### config.mk
export PLATFORM = sky130hd
export DESIGN_NAME = paddle_ctrl
export DESIGN_NICKNAME = d
export VERILOG_FILES = /design/src/rtl/paddle_ctrl.sv
export SDC_FILE = /design/constraint.sdc
export NUM_CORES = 1
export LEC_CHECK = 0
export BUFFER_PORTS_ARGS = -buffer_cell sky130_fd_sc_hd__buf_2
export CAP_MARGIN = 20
export CORE_UTILIZATION = 43
export CTS_CLUSTER_SIZE = 8
export DETAILED_ROUTE_END_ITERATION = 10
export GPL_TIMING_DRIVEN = 0
export SLEW_MARGIN = 20
export SYNTH_ARGS = -nofsm -noshare
export SYNTH_HDL_FRONTEND = slang
export SYNTH_SLANG_ARGS = --single-unit
### constraint.sdc
create_clock -name clk -period 5.85 [get_ports clk]
set_input_delay 0.585 -clock clk [delete_from_list [all_inputs] [get_ports clk]]
set_output_delay 0.585 -clock clk [all_outputs]
set_load 0.01 [all_outputs]
### src/rtl/paddle_ctrl.sv
// Pong paddle controller: encoder decode, per-frame step accumulation,
// saturated position update and a CENTER/HOLD/RUN game-phase FSM.
module paddle_ctrl #(
    parameter int PMIN    = 5,
    parameter int PMAX    = 58,
    parameter int PCENTER = 28,
    parameter int ACC_W   = 4
) (
    input  logic       clk,
    input  logic       reset,
    input  logic       enc1a,
    input  logic       enc1b,
    input  logic       enc2a,
    input  logic       enc2b,
    input  logic       reset_game,
    input  logic       freeze,
    input  logic       tick,
    output logic [5:0] p1y,
    output logic [5:0] p2y,
    output logic       upd,
    output logic       running
);

    localparam logic [1:0] S_CENTER = 2'd0;
    localparam logic [1:0] S_HOLD   = 2'd1;
    localparam logic [1:0] S_RUN    = 2'd2;

    localparam int AMAX = 2 ** (ACC_W - 1) - 1;
    localparam logic signed [ACC_W-1:0] ACC_MAX = ACC_W'(AMAX);
    localparam logic signed [ACC_W-1:0] ACC_MIN = ACC_W'(-AMAX);
    localparam logic signed [ACC_W-1:0] ACC_ONE = ACC_W'(1);
    localparam logic signed [ACC_W-1:0] ACC_NEG = ACC_W'(-1);
    localparam logic signed [7:0] LO = 8'(PMIN);
    localparam logic signed [7:0] HI = 8'(PMAX);
    localparam logic [5:0] PC = 6'(PCENTER);

    logic [1:0] state;
    logic [3:0] sync1, sync2, hist;
    logic [3:0] rise;
    logic up1, dn1, up2, dn2;
    logic signed [ACC_W-1:0] acc1, acc2;
    logic signed [ACC_W-1:0] step1, step2;
    logic [5:0] n1, n2;

    // Saturating single-step add; steps past the limit are dropped.
    function automatic logic signed [ACC_W-1:0] acc_add(
        input logic signed [ACC_W-1:0] a,
        input logic up,
        input logic dn
    );
        logic signed [ACC_W-1:0] r;
        r = a;
        if (up && !dn && a != ACC_MAX) r = a + ACC_ONE;
        if (dn && !up && a != ACC_MIN) r = a - ACC_ONE;
        return r;
    endfunction

    // Single step as an accumulator value, used when a tick restarts it.
    function automatic logic signed [ACC_W-1:0] step_of(
        input logic up,
        input logic dn
    );
        logic signed [ACC_W-1:0] r;
        r = '0;
        if (up && !dn) r = ACC_ONE;
        if (dn && !up) r = ACC_NEG;
        return r;
    endfunction

    // Position plus signed offset, clamped to the playfield in 8-bit signed.
    function automatic logic [5:0] apply(
        input logic [5:0] p,
        input logic signed [ACC_W-1:0] a
    );
        logic signed [7:0] sum;
        logic signed [7:0] r;
        sum = $signed({2'b00, p}) + $signed(8'(a));
        r = sum;
        if (sum < LO) r = LO;
        if (sum > HI) r = HI;
        return 6'(r);
    endfunction

    // Two-flop synchroniser followed by a history flop for edge detection.
    always_ff @(posedge clk or negedge reset) begin
        if (!reset) begin
            sync1 <= '0;
            sync2 <= '0;
            hist  <= '0;
        end else begin
            sync1 <= {enc2b, enc2a, enc1b, enc1a};
            sync2 <= sync1;
            hist  <= sync2;
        end
    end

    assign rise  = sync2 & ~hist;
    assign up1   = rise[0] & ~sync2[1];
    assign dn1   = rise[1] & ~sync2[0];
    assign up2   = rise[2] & ~sync2[3];
    assign dn2   = rise[3] & ~sync2[2];
    assign step1 = step_of(up1, dn1);
    assign step2 = step_of(up2, dn2);
    assign n1    = apply(p1y, acc1);
    assign n2    = apply(p2y, acc2);

    assign running = (state == S_RUN);

    // Game-phase FSM with accumulators, positions and the update pulse.
    always_ff @(posedge clk or negedge reset) begin
        if (!reset) begin
            state <= S_CENTER;
            p1y   <= PC;
            p2y   <= PC;
            acc1  <= '0;
            acc2  <= '0;
            upd   <= 1'b0;
        end else begin
            upd <= 1'b0;
            if (reset_game) begin
                state <= S_CENTER;
                p1y   <= PC;
                p2y   <= PC;
                acc1  <= '0;
                acc2  <= '0;
                upd   <= (p1y != PC) || (p2y != PC);
            end else begin
                unique case (state)
                    S_CENTER: begin
                        p1y   <= PC;
                        p2y   <= PC;
                        acc1  <= '0;
                        acc2  <= '0;
                        state <= S_HOLD;
                    end
                    S_HOLD: begin
                        acc1 <= '0;
                        acc2 <= '0;
                        if (tick && !freeze) state <= S_RUN;
                    end
                    S_RUN: begin
                        if (freeze) begin
                            state <= S_HOLD;
                            acc1  <= '0;
                            acc2  <= '0;
                        end else if (tick) begin
                            p1y  <= n1;
                            p2y  <= n2;
                            acc1 <= step1;
                            acc2 <= step2;
                            upd  <= (n1 != p1y) || (n2 != p2y);
                        end else begin
                            acc1 <= acc_add(acc1, up1, dn1);
                            acc2 <= acc_add(acc2, up2, dn2);
                        end
                    end
                    default: state <= S_CENTER;
                endcase
            end
        end
    end

endmodule
## After elaboration in Yosys (flattened, before gate mapping)

Cells that the tools add are included.
W data, S select, Z words.

| operators by class | value |
|---|---|
| add/subtract/negate cells | 6 |
| order comparisons | 4 |
| eq/ne operators | 16 |
| muxes and demuxes | 36 |
| bitwise gates (word level) | 10 |
| reductions and logical operators | 24 |

Operators with widths:

| cell | count |
|---|---|
| $mux W6 | 10 |
| $mux W4 | 12 |
| $pmux W6 S2 | 2 |
| $add A7 B4 Y8 | 2 |
| $gt A8 B7 Y1 const B | 2 |
| $lt A8 B4 Y1 const B | 2 |
| $ne A4 B4 Y1 const B | 4 |
| $pmux W4 S2 | 2 |
| $ne A3 B3 Y1 const B | 4 |
| $ne A6 B4 Y1 const B | 2 |
| $ne A6 B5 Y1 const B | 2 |
| $ne A6 B6 Y1 | 2 |
| $logic_and A1 B1 Y1 | 9 |
| $add A4 B2 Y4 const B | 2 |
| $sub A4 B2 Y4 const B | 2 |
| $mux W1 | 6 |
| $mux W2 | 3 |
| $pmux W2 S3 | 1 |
| $reduce_and A2 Y1 | 3 |
| $reduce_bool A3 Y1 | 2 |
| $logic_not A1 Y1 | 5 |
| $and A1 B1 Y1 | 4 |
| $and A4 B4 Y4 | 1 |
| $not A1 Y1 | 4 |
| 7 further kinds | 8 |

| word-level totals | value |
|---|---|
| register bits after elaboration | 35 |
| bits of input ports | 9 |
| output and inout bits | 14 |
| logic and storage cells | 105 |

## Longest topological paths before layout

| logic depth | value |
|---|---|
| word-level depth | 12 |
| depth in mapped cells | 12 |
| depth with buffers taken out | 12 |

## Worst setup path before layout

Ideal clock, no wire load.

| timing path | value |
|---|---|
| path kind | reg-to-reg |
| from | register p1y[0] |
| to | register upd |
| arrival | 2813 ps |
| setup slack | 2898 ps |
| stages on the path, launching flop included | 12 |
| buffers on the path | 0 |
| clock period less this slack | 2952 ps |
| cell sequence | dfrtp_1 > ha_1 > inv_1 > fa_1 > nand2b_1 > a211oi_1 > nor2_1 > a2111o_1 > a211o_1 > o21ai_0 > a32o_1 > a32oi_1 |

| on the way | value |
|---|---|
| word-level cells in the longest chain between the ends | 10 |

RTL lines:

| element | line | source |
|---|---|---|
| start: declaration | 18 | `output logic [5:0] p1y,` |
| start signal: assignment | 147 | `p1y <= n1;` |
| $add A7 B4 Y8 | 77 | `sum = $signed({2'b00, p}) + $signed(8'(a));` |
| $lt A8 B4 Y1 | 79 | `if (sum < LO) r = LO;` |
| $mux W6 | 79 |  |
| $mux W6 | 80 | `if (sum > HI) r = HI;` |
| $ne A6 B6 Y1 | 151 | `upd <= (n1 != p1y) \|\| (n2 != p2y);` |
| $logic_or A1 B1 Y1 | 151 |  |
| $mux W1 | 146 | `end else if (tick) begin` |
| $mux W1 | 142 | `if (freeze) begin` |
| $mux W1 | 128 | `unique case (state)` |
| $mux W1 (*) | 120 | `if (reset_game) begin` |
| end signal: assignment | 126 | `upd <= (p1y != PC) \|\| (p2y != PC);` |
| end signal: assignment | 151 |  |
| end: declaration | 20 | `output logic upd,` |

Every way passes the cells marked *; elsewhere a longest branch is shown, timed or not.
A chain may end at the register's enable or synchronous reset.

## Final worst setup path

Same ends and word-level chain as after synthesis.

==> impl_metrics.ini <==
[cells_and_area]
fin_area_mm2 = 0.00345
final_common_cell = nor2_1
insertedDiodeCount = 0
final_nets = 430
drive_gt1_share_pct = 17.7
area_growth_pct = 10.6
layout_common_cells = nor2_1 (36), inv_1 (31), nand2_1 (29), dfrtp_1 (29), buf_2 (26)

[power_and_ir_drop]
pwr-share-seq_pct = 53.4
power.density_mw_per_mm2 = 136
power_frac_clock_pct = 40.2
swShare_pct = 24.4
power_switching_w = 0.000114
ir_drop_v = 0.000135
cell_internal_pwr_w = 0.000354
p_comb_share_pct = 6.4
power.leakage_nw = 1.48

[clock_tree]
clk_latency_ns = 0.29
cts_setup_buffers = 0
numCtsBuffers = 5
cts_sinks = 35
htreeDepth = 2
ctsHoldBuffers = 0
path_clk_slew_ns = 0.08
cts_tree = done
cts_root_buffer = clkbuf_8
clockBufferDepth = 2
cts_resized = 0

[placed_design]
place_area_mm2 = 0.00335
hpwl_um = 5570
port_buffers = 22
gp_congestion = 0.828

[floorplan]
num_io_pins = 23
core_area_mm2 = 0.00691
die_w_um = 87.1
die_area_mm2 = 0.00759
initial_core_util_pct = 45.1
die_y_um = 87.1
num_rows = 30

[sta]
post-route-period-util_pct = 57.9
slew-limit-headroom_pct = 37.8
tns_ns = 0
final.min_clock_period_ns = 3.39
drv_slew = 0
fmax_ghz = 0.295
skew_ns = 0.00952
finalHoldViolCount = 0
worst-slew-pin-transition_ns = 0.921
setup_viol = 0
rsz0062_at_grt = no

[routing]
num_vias = 2735
wirelength_um = 7220
drc_errors = 0
viasPerCell = 5.56
drt-wirelength-per-cell_um = 14.7
drt-initial-drc-count = 158
postRouteAntennaNets = 0
drtPass1Iterations = 4

[logic_synthesis]
synth_cell_type_count = 71
netlist_instances = 366
async_flop_share_pct = 100
synth_flop_cell = dfrtp_1
synth.avg_cell_area_um2 = 8.52
ys_warn_count = 0
yosysSeqAreaShare_pct = 28.3
synth_edf_count = 0
synth_area_mm2 = 0.00312
synth.ff_latch_count = 35
synthesis.nets = 401

[global_route]
grt_usage_pct = 21.0
grt_pass1_wl_um = 12600
grt_pass1_vias = 2705
grt.overflow.total = 0
grt_max_degree = 36
grt_antenna_before_repair = 0

[critical_path]
critPathCapture = upd
endpoint_kind = register
required_ns = 6.04
r2r-start = p1y[0]
startpoint_type = register
critical_path_class = reg -> reg
reg2regPathDepth = 12
critPathArrivalTime_ns = 3.57
worstSetupStartpoint = p1y[0]
cp_max_fo = 8
rrSetupSlack_ns = 2.46
regToRegEndpoint = upd

[worst_hold_path]
min_path_type = reg -> reg
whs_path_depth = 0

[job]
maxCapViolCount = 0

[outcome]
status = finished, final reports clean
==> per-layer routing <==
metal	up-vias	share of wire (%)	wire length [µm]	track usage, %
li1	1402	-	-	-
met1	1287	49	3560	28.8
met2	44	47	3420	35.8
met3	2	2.9	211	3.22
met4	0	0.40	29	3.43
met5	-	0	0	0
==> Yosys cell counts (all sizes together), types with 2 or more instances <==
| library cell | instances | share of area [%] |
|---|---|---|
| nor2 | 36 | 4.3 |
| inv | 31 | 3.7 |
| dfrtp | 29 | 23 |
| nand2 | 29 | 3.5 |
| o21ai | 26 | 4.3 |
| a21oi | 23 | 3.7 |
| ha | 22 | 8.8 |
| nor3 | 14 | 2.2 |
| xnor2 | 13 | 3.7 |
| a211oi | 9 | 2.9 |
| buf | 7 | 1.6 |
| nand3 | 7 | 1.1 |
| a21o | 6 | 1.5 |
| clkbuf | 6 | 0.72 |
| dfstp | 6 | 5.1 |
| nand2b | 6 | 1.2 |
| o21a | 5 | 1.2 |
| o22ai | 5 | 1.2 |
| or2 | 5 | 1.0 |
| a221oi | 4 | 1.3 |
| a22o | 4 | 1.1 |
| a32oi | 4 | 1.1 |
| fa | 4 | 2.6 |
| nand3b | 4 | 0.96 |
| o22a | 4 | 1.1 |
| xor2 | 4 | 1.1 |
| a31oi | 3 | 0.60 |
| and2 | 3 | 0.68 |
| nand4 | 3 | 0.60 |
| nor4 | 3 | 0.80 |
| o41ai | 3 | 0.84 |
| a221o | 2 | 0.68 |
| a31o | 2 | 0.56 |
| and3 | 2 | 0.56 |
| mux2 | 2 | 0.72 |
| mux2i | 2 | 0.64 |
| nor3b | 2 | 0.48 |
| o211ai | 2 | 0.48 |
| o221ai | 2 | 0.56 |
| o2bb2ai | 2 | 0.56 |
| o311ai | 2 | 1.4 |
| o31a | 2 | 0.56 |
| or3b | 2 | 0.56 |
| or4 | 2 | 0.48 |
==> logic make-up after synthesis <==
family | share of synthesized area (%)
AOI/OAI and AO/OA | 29.0
and+or+nand+nor | 19.0
buffers and inverters | 6.06
DFF | 28.3
adders and majority gates | 11.4
xor gates and xnor gates | 4.78
muxes | 1.36
==> critical path, stage by stage, from the launching register on <==
cell and delay, ns:
dfrtp_1 0.50, ha_1 0.26, inv_1 0.07, fa_1 0.44, nand2b_1 0.21, a211oi_1 0.33
nor2_1 0.11, a2111o_1 0.43, a211oi_2 0.33, a21oi_1 0.11, a21oi_1 0.21, nor4_2 0.08
a32oi_1 0.23
==> final cells by class <==
type / count / area [µm²]
multi-input combinational: 287 / 2040
sequential: 35 / 883
tap: 96 / 120
inverter: 31 / 116
buffer: 13 / 72.6
timing repair buffer: 22 / 110
fill: 679 / 3460
clock buffer: 6 / 82.6
clock inverter: 2 / 16.3
==> worst min path at each step <==
| stage | from | endpoint | slack (ns) |
|---|---|---|---|
| floorplan | reset | acc1[0] | 0.29 |
| global placement | sync1[3] | sync2[3] | 0.34 |
| detailed placement | sync1[2] | sync2[2] | 0.34 |
| CTS | sync1[3] | sync2[3] | 0.36 |
| global route | sync1[3] | sync2[3] | 0.36 |
| finish | sync1[3] | sync2[3] | 0.36 |
==> registers in the layout, indices dropped and copies added, names as in the netlist <==
signal  flops
acc2        4
sync1       4
p1y         6
upd         1
hist        4
sync2       4
state       2
acc1        4
p2y         6
==> through the flow <==
| step | total power [W] | hold slack [ns] | cells | setup WS (ns) | util, % |
|---|---|---|---|---|---|
| floorplan | 0.000271 | 0.289 | 366 | 2.90 | - |
| global placement | 0.000284 | 0.340 | 484 | 2.52 | 48.5 |
| detailed placement | 0.000285 | 0.336 | 484 | 2.48 | 48.5 |
| CTS | 0.000475 | 0.360 | 492 | 2.47 | 49.9 |
| global route | 0.000489 | 0.364 | 492 | 2.25 | 49.9 |
| finish | 0.000468 | 0.356 | 492 | 2.46 | 49.9 |
==> power groups by stage <==
| stage | Combinational (W) | Sequential [W] | Clock [W] |
|---|---|---|---|
| 2_1_floorplan | 0.0000172 | 0.000254 | 0 |
| 3_3_place_gp | 0.0000300 | 0.000254 | 0 |
| 3_5_place_dp | 0.0000301 | 0.000255 | 0 |
| 4_1_cts | 0.0000303 | 0.000250 | 0.000195 |
| 5_1_grt | 0.0000346 | 0.000251 | 0.000204 |
| 6_report | 0.0000299 | 0.000250 | 0.000188 |
(Power assumes the default switching activity.)
